--- config.mk ---
export PLATFORM = sky130hd
export DESIGN_NAME = led_sample_scheduler
export DESIGN_NICKNAME = d
export VERILOG_FILES = /design/src/rtl/led_sample_scheduler.sv
export SDC_FILE = /design/constraint.sdc
export NUM_CORES = 1
export LEC_CHECK = 0
export CAP_MARGIN = 5
export CELL_PAD_IN_SITES_DETAIL_PLACEMENT = 0
export CELL_PAD_IN_SITES_GLOBAL_PLACEMENT = 2
export CORE_MARGIN = 3
export CORE_UTILIZATION = 33
export DETAILED_ROUTE_END_ITERATION = 10
export GPL_TIMING_DRIVEN = 0
export HOLD_SLACK_MARGIN = 0.12
export PLACE_DENSITY = 0.76
export SLEW_MARGIN = 0
export SYNTH_ARGS = -nofsm -noshare
export SYNTH_HDL_FRONTEND = slang
export SYNTH_SLANG_ARGS = --single-unit
--- constraint.sdc ---
create_clock -name CLK -period 2.11 [get_ports CLK]
set_input_delay 0.211 -clock CLK [delete_from_list [all_inputs] [get_ports CLK]]
set_output_delay 0.211 -clock CLK [all_outputs]
set_load 0.1 [all_outputs]
--- src/rtl/led_sample_scheduler.sv ---
// led_sample_scheduler
// Time-multiplexes a RED and an IR LED for a pulse-oximeter style front end.
// Each frame is RED_ON, GAP_A, IR_ON, GAP_B. The analog front-end settings
// (DC compensation, PGA gain) follow the active LED, and one ADC sample is
// captured per LED phase once the optics have settled. Configuration inputs
// are shadowed at the start of every frame so that a frame is always
// self-consistent, even if software rewrites the inputs mid-frame.
module led_sample_scheduler #(
  parameter int SETTLE_CYCLES = 4,
  parameter int PHASE_CYCLES  = 10,
  parameter int GAP_CYCLES    = 5
) (
  input  logic       CLK,
  input  logic       rst_n,
  input  logic       enable,
  input  logic [6:0] RED_DC_Comp,
  input  logic [6:0] IR_DC_Comp,
  input  logic [3:0] RED_PGA,
  input  logic [3:0] IR_PGA,
  input  logic [7:0] ADC,
  output logic       LED_RED,
  output logic       LED_IR,
  output logic [6:0] DC_Comp,
  output logic [3:0] PGA_Gain,
  output logic [7:0] RED_ADC_Value,
  output logic [7:0] IR_ADC_Value,
  output logic       sample_valid,
  output logic [7:0] frame_count,
  output logic       busy
);

  localparam int MAX_CYCLES = (PHASE_CYCLES > GAP_CYCLES) ? PHASE_CYCLES : GAP_CYCLES;
  localparam int CNT_W      = $clog2(MAX_CYCLES + 1);

  localparam logic [CNT_W-1:0] SETTLE_AT  = CNT_W'(SETTLE_CYCLES);
  localparam logic [CNT_W-1:0] PHASE_LAST = CNT_W'(PHASE_CYCLES - 1);
  localparam logic [CNT_W-1:0] GAP_LAST   = CNT_W'(GAP_CYCLES - 1);
  localparam logic [6:0]       DC_RESET   = 7'd64;

  typedef enum logic [2:0] {
    IDLE,
    RED_ON,
    GAP_A,
    IR_ON,
    GAP_B
  } state_t;

  state_t           state;
  logic [CNT_W-1:0] cnt;

  // Goes high on the first edge after reset release; a frame may only start
  // once it is set, so nothing moves on the very first edge out of reset.
  logic             start_ok;

  logic [6:0]       red_dc_sh;
  logic [6:0]       ir_dc_sh;
  logic [3:0]       red_pga_sh;
  logic [3:0]       ir_pga_sh;

  // Frame sequencer: state, phase counter, shadow registers and all outputs.
  always_ff @(posedge CLK or negedge rst_n) begin
    if (!rst_n) begin
      state         <= IDLE;
      cnt           <= '0;
      start_ok      <= 1'b0;
      red_dc_sh     <= DC_RESET;
      ir_dc_sh      <= DC_RESET;
      red_pga_sh    <= 4'd0;
      ir_pga_sh     <= 4'd0;
      LED_RED       <= 1'b0;
      LED_IR        <= 1'b0;
      DC_Comp       <= DC_RESET;
      PGA_Gain      <= 4'd0;
      RED_ADC_Value <= 8'd0;
      IR_ADC_Value  <= 8'd0;
      sample_valid  <= 1'b0;
      frame_count   <= 8'd0;
      busy          <= 1'b0;
    end else begin
      start_ok     <= 1'b1;
      sample_valid <= 1'b0;

      case (state)
        IDLE: begin
          cnt <= '0;
          if (enable && start_ok) begin
            state      <= RED_ON;
            red_dc_sh  <= RED_DC_Comp;
            ir_dc_sh   <= IR_DC_Comp;
            red_pga_sh <= RED_PGA;
            ir_pga_sh  <= IR_PGA;
            LED_RED    <= 1'b1;
            LED_IR     <= 1'b0;
            DC_Comp    <= RED_DC_Comp;
            PGA_Gain   <= RED_PGA;
            busy       <= 1'b1;
          end
        end

        RED_ON: begin
          DC_Comp  <= red_dc_sh;
          PGA_Gain <= red_pga_sh;
          if (cnt == SETTLE_AT) begin
            RED_ADC_Value <= ADC;
          end
          if (cnt == PHASE_LAST) begin
            state   <= GAP_A;
            cnt     <= '0;
            LED_RED <= 1'b0;
          end else begin
            cnt <= cnt + 1'b1;
          end
        end

        GAP_A: begin
          if (cnt == GAP_LAST) begin
            state    <= IR_ON;
            cnt      <= '0;
            LED_IR   <= 1'b1;
            DC_Comp  <= ir_dc_sh;
            PGA_Gain <= ir_pga_sh;
          end else begin
            cnt <= cnt + 1'b1;
          end
        end

        IR_ON: begin
          DC_Comp  <= ir_dc_sh;
          PGA_Gain <= ir_pga_sh;
          if (cnt == SETTLE_AT) begin
            IR_ADC_Value <= ADC;
            sample_valid <= 1'b1;
            frame_count  <= frame_count + 8'd1;
          end
          if (cnt == PHASE_LAST) begin
            state  <= GAP_B;
            cnt    <= '0;
            LED_IR <= 1'b0;
          end else begin
            cnt <= cnt + 1'b1;
          end
        end

        GAP_B: begin
          if (cnt == GAP_LAST) begin
            cnt <= '0;
            if (enable) begin
              state      <= RED_ON;
              red_dc_sh  <= RED_DC_Comp;
              ir_dc_sh   <= IR_DC_Comp;
              red_pga_sh <= RED_PGA;
              ir_pga_sh  <= IR_PGA;
              LED_RED    <= 1'b1;
              DC_Comp    <= RED_DC_Comp;
              PGA_Gain   <= RED_PGA;
            end else begin
              state <= IDLE;
              busy  <= 1'b0;
            end
          end else begin
            cnt <= cnt + 1'b1;
          end
        end

        default: begin
          state   <= IDLE;
          cnt     <= '0;
          LED_RED <= 1'b0;
          LED_IR  <= 1'b0;
          busy    <= 1'b0;
        end
      endcase
    end
  end

endmodule
* Word-level counts from Yosys, hierarchy flattened
Index checks and enable logic that the tools add are counted.
** Word-level totals
- Register bits after elaboration :: 69
- Bits of input ports :: 33
- Output and inout bits :: 39
** Operators by class
- $add $sub $neg :: 2
- Equal/unequal tests :: 13
- Multiplexer cells :: 43
- Bitwise gates (word level) :: 3
- Reductions and logical operators :: 17
** Operator list (number)
- $mux W7 :: 7
- $mux W4 :: 9
- $pmux W7 S5 :: 1
- $pmux W7 S2 :: 2
- $pmux W4 S2 :: 3
- $pmux W4 S5 :: 1
- $mux W3 :: 5
- $pmux W3 S5 :: 1
- $reduce_and A5 Y1 :: 3
- $ne A2 B2 Y1 const B :: 7
- $reduce_and A4 Y1 :: 3
- $mux W1 :: 11
- $add A8 B1 Y8 const B :: 1
- $pmux W1 S4 :: 2
- $reduce_or A2 Y1 :: 4
- $eq A3 B2 Y1 const B :: 2
- $reduce_bool A5 Y1 :: 1
- $add A4 B1 Y4 const B :: 1
- $eq A4 B3 Y1 const B :: 1
- $eq A4 B4 Y1 const B :: 1
- $reduce_and A2 Y1 :: 2
- $eq A3 B1 Y1 const B :: 1
- $eq A3 B3 Y1 const B :: 1
- $logic_not A3 Y1 :: 1
- other kinds (5) :: 7

* Longest topological paths before layout
Gate-level depths: netlist of run 1.
- Word-level depth :: 4
- Gate-level depth with buffers :: 8

* Worst setup path before layout of run 1
OpenSTA, ideal clock, no wires.
- Path kind :: reg2reg
- From :: register frame_count[2]
- To :: register frame_count[7]
- Data arrival time :: 1.694 ns
- Path slack :: 0.259 ns
- Cell stages (with the launch flop) :: 5
- Path buffers :: 0
- Clock period less this slack :: 1.851 ns
- Path through :: dfrtp_1 and4_1 and2_1 nand4_1 xnor2_1
** On the way
- Word-level cells in the longest chain between the ends :: 1
** Ends and longest elaborated chain
- start: declaration :: RTL line 28 : output logic [7:0] frame_count,
- start signal: assignment :: RTL line 133 : frame_count <= frame_count + 8'd1;
- $add A8 B1 Y8 :: RTL line 133
Every way passes these cells.
A chain may end at the register's enable or synchronous reset.

* Final worst setup path of run 1
- From :: register PGA_Gain[2]
- To :: output PGA_Gain[2]
** RTL lines
- start: declaration :: RTL line 24 : output logic [3:0] PGA_Gain,
- start signal: assignment :: RTL line 102 : PGA_Gain <= red_pga_sh;
- start signal: assignment :: RTL line 121 : PGA_Gain <= ir_pga_sh;
- start signal: assignment :: RTL line 129 : PGA_Gain <= ir_pga_sh;
No word-level cell between the ends.

==> run_results.csv, run 1 <==
group,metric,value,unit
synth,synth_top_area_cell,"dfrtp_1",
synth,syn_area,3080,µm²
synth,syn_inst,225,
synth,ys_seq_elements,69,
global_route,grt_max_degree,41,
clock_tree,cts_setup_buffers,0,
global_route,first_global_vias,2293,
synth,synthXorXnorAreaFrac,2.84,%
drt,via_count,2089,
cells_and_area,seq_area,1730,µm²
clock_tree,cts_num_sinks,69,
clock_tree,clk_latency,0.34,ns
critical_path,crit_buf_inv,1,
timing,slew_headroom,32.1,%
synth,synth.area.mux_share,19.2,%
synth,synthSimpleGateAreaFrac,6.53,%
timing,fin_hold_ws,0.350,ns
critical_path,rrSetupSlack,0.21,ns
placed_design,dp_cells,405,
synth,yosys.area.top_type_share,53.5,%
critical_path,crit_type,"flip-flop to output port",
timing,setup-violations-final,0,
clock_tree,root_buffer,"clkbuf_8",
cells_and_area,nFillCells,812,
floorplan,boundaryPins,72,
critical_path,crit_family,"buffers and inverters",
timing,max_freq,490,MHz
job,drv_cap,0,
critical_path,endpoint_kind,"output port",
synth,synth.area.top_cells,"dfrtp_1 (54%), mux2_2 (17%), o2bb2ai_1 (3.1%), a22oi_1 (2.7%), dfstp_2 (2.6%)",
clock_tree,numCtsBuffers,9,
global_route,overflow,0,
status,status,"completed",
timing,rsz0062_at_grt,"no",
critical_path,critPathRequiredTime,1.90,ns
cells_and_area,nNetsFinal,346,
cells_and_area,drive_gt1_share,26.8,%
cells_and_area,instances_no_fill,422,
global_route,grt_usage,13.8,%
clock_tree,ctsHtreeMaxLevel,3,
critical_path,start_kind,"flip-flop",
critical_path,cp.arrival,1.83,ns
global_route,grt_first_pass_wirelength,11300,µm
timing,final_max_slew_viol_count,0,
cells_and_area,multi_input_area,1240,µm²
critical_path,crit_chain,"clkdlybuf4s50_1",
timing,hold_violations,0,
synth,async_reset_ff_share,100,%
drt,drtAntennaViolNets,0,
clock_tree,clock_path_buffers,2,
synth,synth.most_common_cell,"dfrtp_1",
synth,avgSynthCellArea,13.7,µm²
cells_and_area,antenna_cells,0,
synth,ys_seq_area_share,56.1,%
drt,wire_per_inst,15.7,µm
floorplan,rows,34,
clock_tree,cts_tree,"built",
cells_and_area,final_area,4160,µm²
synth,synth_top_family_by_area,"multiplexers",
critical_path,slowest_delay,1.14,ns
drt,via_per_inst,4.95,
synth,synth-edff-count,0,
synth,synth_nets,262,
floorplan,coreArea,8890,µm²
floorplan,initial_utilization,34.7,%
drt,first_pass_iters,4,
drt,drc,0,
floorplan,die_x,103,µm
clock_tree,clk_pin_slew,0.09,ns
critical_path,cp_slowest_cell,"clkdlybuf4s50_1",
timing,worst_pin_slew,1.02,ns
synth,synth_ff_type,"dfrtp_1",
cells_and_area,finish.utilization,46.7,%
global_route,antenna_found_initial,0,
drt,drt_iter0_markers,119,
placed_design,placed_area,3950,µm²
placed_design,hpwlAfterDp,4700,µm
critical_path,crit_fanout,2,
critical_path,timing.rr.end,"ir_dc_sh[3]",
placed_design,gp_congestion,0.789,
drt,drt-total-wl,6640,µm
floorplan,die_h,103,µm
synth,yosysWarnings,0,
synth,synthTopCellsByCount,"dfrtp_1 (66), mux2_2 (46), a22oi_1 (11), o2bb2ai_1 (11), xnor2_1 (8)",
cells_and_area,areaGrowthSynthToFinish,34.7,%
critical_path,reg2reg_from,"cnt[0]",
timing,clock_skew,0.0165,ns
timing,final.min_clock_period,2.04,ns
critical_path,ff2ff_path_depth,7,
placed_design,port_buffers,71,
synth,synth_compound_area_share,9.78,%
synth,yosys.area_share.adder,1.62,%
min_path,min_path_type,"input pin to async pin",
floorplan,design.die.area,10500,µm²
timing,fin_crit_sh,96.6,%
synth,ys_types,48,
through the flow:
stage | setup WS [ns] | setup TNS [ns]
6_report | 0.0709 | 0
5_1_grt | 0.000270 | 0
4_1_cts | 0.00649 | 0
3_5_place_dp | 0.196 | 0
3_3_place_gp | -1.68 | -112.99
2_1_floorplan | 0.259 | 0
timing repair:
item                                    4_1_cts  5_1_grt
hold buffers                                  1        0
endpoints found under the setup margin        7        6
endpoints found under the hold margin        29        0
gates resized for setup                       7        6
gates cloned                                  0        0
area by class of cell:
cell class | instances | area share [%]
clock inverters | 6 | 1.54
clock buffers | 10 | 3.07
plain buffers | 13 | 2.44
flip-flops and latches | 69 | 41.6
multi-input cells | 139 | 29.8
inverters | 4 | 0.361
repair buffers | 73 | 17.9
well taps | 108 | 3.25
worst reg2reg max path: cells and delay by family (launching register included):
kind	cells	cell delay, ns
simple gates	2	0.47
mux	2	0.43
flops	1	0.43
buf+inv	2	0.28
fa+ha+maj	1	0.18
registers in the layout, indices dropped and copies added, names as in the netlist:
register,count
ir_pga_sh,4
ir_dc_sh,7
red_pga_sh,4
sample_valid,1
IR_ADC_Value,8
state,3
red_dc_sh,7
PGA_Gain,4
start_ok,1
LED_IR,1
cnt,4
frame_count,8
LED_RED,1
busy,1
RED_ADC_Value,8
DC_Comp,7
layout by cell type, fill, tap and decap left out, types with 5 or more instances in the layout:
cell type        synthesis  routed
clkdlybuf4s50_1          0      57
nor2_1                   5       5
a22oi_1                 11      11
xnor2_1                  8       8
dlygate4sd2_1            0       7
clkbuf_8                 0       9
dlymetal6s2s_1           0       6
mux2_2                  46      46
dfrtp_1                 66      66
o2bb2ai_1               11      11
kinds of logic after synthesis:
group,Yosys count
and+or+nand+nor,32
xor gates and xnor gates,10
muxes,51
buffers and inverters,17
DFF,69
AOI/OAI and AO/OA,41
other,1
adders and majority gates,4
metal layers:
metal	track usage [%]	share of wire, %
met1	17.6	46
met4	5.05	1.1
met5	0	0
met2	21.9	46
met3	4.40	6.9
worst max path at each step:
| stage | depth (start not counted) | from | to | slack (ns) |
|---|---|---|---|---|
| finish | 1 | PGA_Gain[2] | PGA_Gain[2] | 0.07 |
| global route | 1 | DC_Comp[0] | DC_Comp[0] | 0.0003 |
| CTS | 1 | busy | busy | 0.006 |
| detailed placement | 7 | cnt[0] | red_pga_sh[0] | 0.20 |
| global placement | 1 | rst_n | DC_Comp[5] | -1.68 |
| floorplan | 4 | frame_count[2] | frame_count[7] | 0.26 |
Power of run 1 is left out: the tool's default activity adds up to more than one toggle a clock period on the data nets, which glitch-free logic cannot reach.
==> run 2: changes to the inputs <==
Settings changed: CAP_MARGIN 5 to 20, CTS_CLUSTER_SIZE set to 20, GPL_TIMING_DRIVEN 0 to not set.
==> run 2 against run 1 <==
  * Cell area decreased by 3.5%
  * Sequential cell count unchanged
  * Register-to-register slack improved by 0.06 ns
  * Clock-buffer cell count unchanged
  * Cell count decreased by 0.95%
  * Global-route usage decreased by 0.75 points
  * Routed wire length decreased by 2.2%
  * Critical path depth increased by 6
  * Hold slack got worse by 0.16 ns
  * Sequential share of layout area increased by 1.5 points
  * Worst setup slack improved by 0.20 ns
  * Non-clock buffer count decreased by 3
  * Critical path type is now flip-flop to flip-flop
==> run_results.csv, run 2 (same netlist as run 1, synthesis figures left out) <==
group,metric,value,unit
critical_path,crit_type,"flip-flop to flip-flop",
cells_and_area,layout_commonest_cell,"dfrtp_1",
drt,top_layer_used,"met4",
critical_path,crit_chain,"inv_1 > ha_1 > and3b_4 > mux2i_4 > nor2_4 > buf_4 > mux2_2",
floorplan,coreArea,8890,µm²
global_route,antenna_found_initial,0,
drt,first_pass_iters,4,
cells_and_area,antenna_cells,0,
global_route,grt_max_degree,38,
timing,hold_violations,0,
cells_and_area,nFillCells,839,
drt,via_count,2085,
critical_path,endpoint_kind,"flip-flop",
cells_and_area,drive_gt1_share,39.4,%
timing,clock_skew,0.00515,ns
drt,wire_per_inst,15.5,µm
floorplan,die_x,103,µm
global_route,grt_first_pass_wirelength,10700,µm
cells_and_area,nNetsFinal,343,
clock_tree,ctsHtreeMaxLevel,3,
clock_tree,clk_latency,0.34,ns
global_route,first_global_vias,2119,
global_route,grt_usage,13.0,%
drt,wl_met1,3000,µm
placed_design,port_buffers,71,
clock_tree,numCtsBuffers,9,
timing,final_max_slew_viol_count,0,
timing,rsz0062_at_grt,"no",
clock_tree,cts_resized,0,
drt,drc,0,
timing,final.min_clock_period,1.84,ns
clock_tree,ctsHoldBuffers,1,
status,status,"completed",
cells_and_area,seq_area,1730,µm²
timing,tns,0,ns
critical_path,cp.arrival,2.06,ns
critical_path,slowest_delay,0.43,ns
job,drv_cap,0,
clock_tree,clk_pin_slew,0.07,ns
cells_and_area,reg_top3,"IR_ADC_Value (8), RED_ADC_Value (8), frame_count (8)",
clock_tree,clock_path_buffers,2,
timing,fin_hold_ws,0.190,ns
floorplan,rows,34,
timing,setup-violations-final,0,
drt,drt-total-wl,6490,µm
cells_and_area,areaGrowthSynthToFinish,30.0,%
clock_tree,cts_num_sinks,69,
floorplan,design.die.area,10500,µm²
placed_design,hpwlAfterDp,4650,µm
critical_path,critPathRequiredTime,2.33,ns
global_route,overflow,0,
placed_design,gp_congestion,0.795,
cells_and_area,multi_input_area,1240,µm²
min_path,min_path_type,"input pin to async pin",
drt,routed-wl-met2,2960,µm
critical_path,cp_slowest_cell,"dfrtp_1",
drt,drtAntennaViolNets,0,
drt,via_per_inst,4.99,
cells_and_area,final_cell_mix,"dfrtp_1 (66), buf_4 (48), mux2_2 (46), clkdlybuf4s50_1 (31)",
drt,wl_met3,476,µm
floorplan,boundaryPins,72,
clock_tree,cts_setup_buffers,0,
timing,max_freq,544,MHz
critical_path,crit_fanout,12,
clock_tree,root_buffer,"clkbuf_8",
critical_path,start_kind,"flip-flop",
drt,drt_iter0_markers,71,
timing,fin_crit_sh,87.1,%
floorplan,initial_utilization,34.7,%
floorplan,die_h,103,µm
clock_tree,cts_tree,"built",
## run 2: changes by cell type in the layout (fill, tap and decap cells not counted), sizes merged
cell,delta
inv,-1
buf,+38
clkinv,+2
dlygate4sd2,-7
bufinv,-1
clkdlybuf4s50,-26
dlymetal6s2s,-6
clkbuf,-2
clkinvlp,-1
## run 2: metrics by stage
step	instance area [µm²]	utilization, %	instances	setup slack, ns
floorplan	3080	-	225	0.259
global placement	3830	43.1	402	0.278
detailed placement	3830	43.1	402	0.251
CTS	4010	45.1	418	0.242
global route	4010	45.1	418	0.138
finish	4010	45.1	418	0.272
## run 2: path summary, 6_finish.rpt
check	start	endpoint	slack (ns)	cells past startpoint
setup / recovery	cnt[0]	ir_dc_sh[3]	0.27	7
hold / removal	rst_n	frame_count[5]	0.19	2
setup reg to reg	cnt[0]	ir_dc_sh[3]	0.27	7
hold reg to reg	frame_count[7]	frame_count[7]	0.48	1
max in group asynchronous	rst_n	start_ok	1.26	3
min in group CLK	frame_count[7]	frame_count[7]	0.48	1
## run 2: per-layer routing
layer / up-vias / global-route usage (%)
met4: 0 / 3.33
li1: 984 / -
met1: 1026 / 17.0
met3: 7 / 5.21
met5: - / 0
met2: 68 / 20.3
## run 2: final cells by class
cell class | count | area share (%)
flip-flops and latches | 69 | 43.2
clock buffers | 10 | 3.43
inverters | 4 | 0.375
repair buffers | 83 | 18.1
multi-input cells | 139 | 30.9
clock inverters | 5 | 0.687
well taps | 108 | 3.37
## run 2: critical path, delay by kind of cell, from the launching register on
family	cells	cell delay, ns
muxes	2	0.44
buffers and inverters	2	0.30
adders and majority gates	1	0.20
DFF	1	0.43
and+or+nand+nor	2	0.36
Power of run 2 is left out for the same reason.
==> run 3: changes to the inputs <==
Settings changed: CTS_CLUSTER_DIAMETER set to 200, PLACE_DENSITY 0.76 to not set, PLACE_DENSITY_LB_ADDON set to 0.08, REMOVE_ABC_BUFFERS set to 1.
==> run 3 against run 2 <==
  * Utilization up 0.70 points
  * Sequential cell count is the same
  * Cell area increased by 1.6%
  * Cell count rose by 0.48%
  * Critical endpoint is now DC_Comp[3]
  * Sequential share of layout area down 0.66 points
  * Via count increased by 0.62%
  * Critical path type unchanged
  * Critical path depth fell by 3
  * Register-to-register slack got worse by 0.09 ns
  * Highest routed layer unchanged
==> run_results.csv, run 3 (same netlist as run 1, synthesis figures left out) <==
group,metric,value,unit
drt,drt_iter0_markers,57,
clock_tree,numCtsBuffers,9,
timing,worst_pin_slew,0.586,ns
cells_and_area,nNetsFinal,344,
cells_and_area,antenna_cells,0,
cells_and_area,layout_commonest_cell,"dfrtp_1",
cells_and_area,seq_area,1730,µm²
drt,drc,0,
timing,tns,0,ns
clock_tree,ctsHtreeMaxLevel,3,
placed_design,hpwlAfterDp,4760,µm
cells_and_area,reg_top3,"IR_ADC_Value (8), RED_ADC_Value (8), frame_count (8)",
cells_and_area,drive_gt1_share,39.7,%
critical_path,endpoint_kind,"flip-flop",
timing,final_max_slew_viol_count,0,
drt,wire_per_inst,16.7,µm
critical_path,start_kind,"flip-flop",
cells_and_area,multi_input_area,1240,µm²
clock_tree,cts_tree,"built",
critical_path,crit_buf_inv,1,
min_path,min_path_type,"input pin to async pin",
timing,setup-violations-final,0,
timing,slew_headroom,60.9,%
status,status,"completed",
floorplan,die_x,103,µm
clock_tree,cts_setup_buffers,0,
placed_design,gp_congestion,0.729,
critical_path,critPathRequiredTime,2.34,ns
clock_tree,clock_path_buffers,2,
floorplan,design.die.area,10500,µm²
global_route,first_global_vias,2241,
floorplan,rows,34,
critical_path,slowest_delay,0.56,ns
clock_tree,clk_pin_slew,0.08,ns
cells_and_area,areaGrowthSynthToFinish,32.0,%
timing,rsz0062_at_grt,"no",
critical_path,crit_fanout,11,
timing,max_freq,518,MHz
cells_and_area,nFillCells,845,
floorplan,die_h,103,µm
drt,first_pass_iters,4,
critical_path,crit_family,"compound AO/OA/AOI/OAI gates",
critical_path,crit_chain,"inv_1 > a31oi_1 > o22a_1 > mux2_2",
floorplan,coreArea,8890,µm²
timing,hold_violations,0,
clock_tree,cts_num_sinks,69,
global_route,grt_max_degree,52,
global_route,overflow,0,
global_route,grt_usage,14.1,%
clock_tree,root_buffer,"clkbuf_8",
job,drv_cap,0,
global_route,grt_first_pass_wirelength,11500,µm
clock_tree,cts_resized,0,
critical_path,cp_slowest_cell,"dfrtp_1",
timing,fin_crit_sh,91.4,%
placed_design,port_buffers,71,
critical_path,cp.arrival,2.15,ns
drt,drtAntennaViolNets,0,
cells_and_area,final_cell_mix,"dfrtp_1 (66), buf_4 (48), mux2_2 (46), clkdlybuf4s50_1 (31)",
timing,final.min_clock_period,1.93,ns
floorplan,boundaryPins,72,
critical_path,crit_type,"flip-flop to flip-flop",
drt,via_per_inst,5.00,
global_route,antenna_found_initial,0,
floorplan,initial_utilization,34.7,%
clock_tree,clk_latency,0.34,ns
drt,drt-total-wl,6990,µm
timing,clock_skew,0.00547,ns
clock_tree,ctsHoldBuffers,1,
drt,via_count,2098,
run 3: cell types whose count changed in the layout (fill, tap and decap cells not counted), sizes merged:
cell	before	now
bufinv	0	1
clkinvlp	1	3
buf	51	52
clkinv	4	0
inv	4	6
run 3: final timing paths:
kind                       cells after the start            from  slack, ns              to
min in group CLK                               2   IR_DC_Comp[6]       0.48     ir_dc_sh[6]
max reg2reg                                    4        state[1]       0.18      DC_Comp[3]
min                                            2           rst_n       0.36            busy
max in group asynchronous                      3           rst_n       1.11  frame_count[1]
max                                            4        state[1]       0.18      DC_Comp[3]
min reg2reg                                    1  frame_count[7]       0.48  frame_count[7]
run 3: layout make-up:
cell class	count	share of cell area, %
Timing Repair Buffer	84	18.3
Sequential cell	69	42.5
Multi-Input combinational cell	139	30.4
Tap cell	108	3.32
Clock buffer	10	3.38
Clock inverter	6	1.72
Inverter	4	0.369
run 3: per-stage QoR:
step | hold slack (ns) | instance area [µm²] | setup WS [ns] | std cells | util, %
finish | 0.358 | 4070 | 0.181 | 420 | 45.8
global route | 0.392 | 4070 | 0.0275 | 420 | 45.8
CTS | 0.351 | 4070 | 0.153 | 420 | 45.8
detailed placement | 0.200 | 3850 | 0.0447 | 403 | 43.3
global placement | 0.203 | 3850 | 0.114 | 403 | 43.3
floorplan | -0.0846 | 2980 | 0.245 | 212 | -
run 3: metal layers:
metal	routed length (µm)	track usage, %
met5	0	0
met4	67	4.84
met3	441	4.06
met2	3240	22.2
met1	3250	18.7
run 3: worst reg2reg max path, cell delays in order, from the launching register on:
cell and delay (ns):
dfrtp_1 0.56, inv_1 0.10, a31oi_1 0.19, o22a_1 0.55, mux2_2 0.41
Power of run 3 is left out for the same reason.
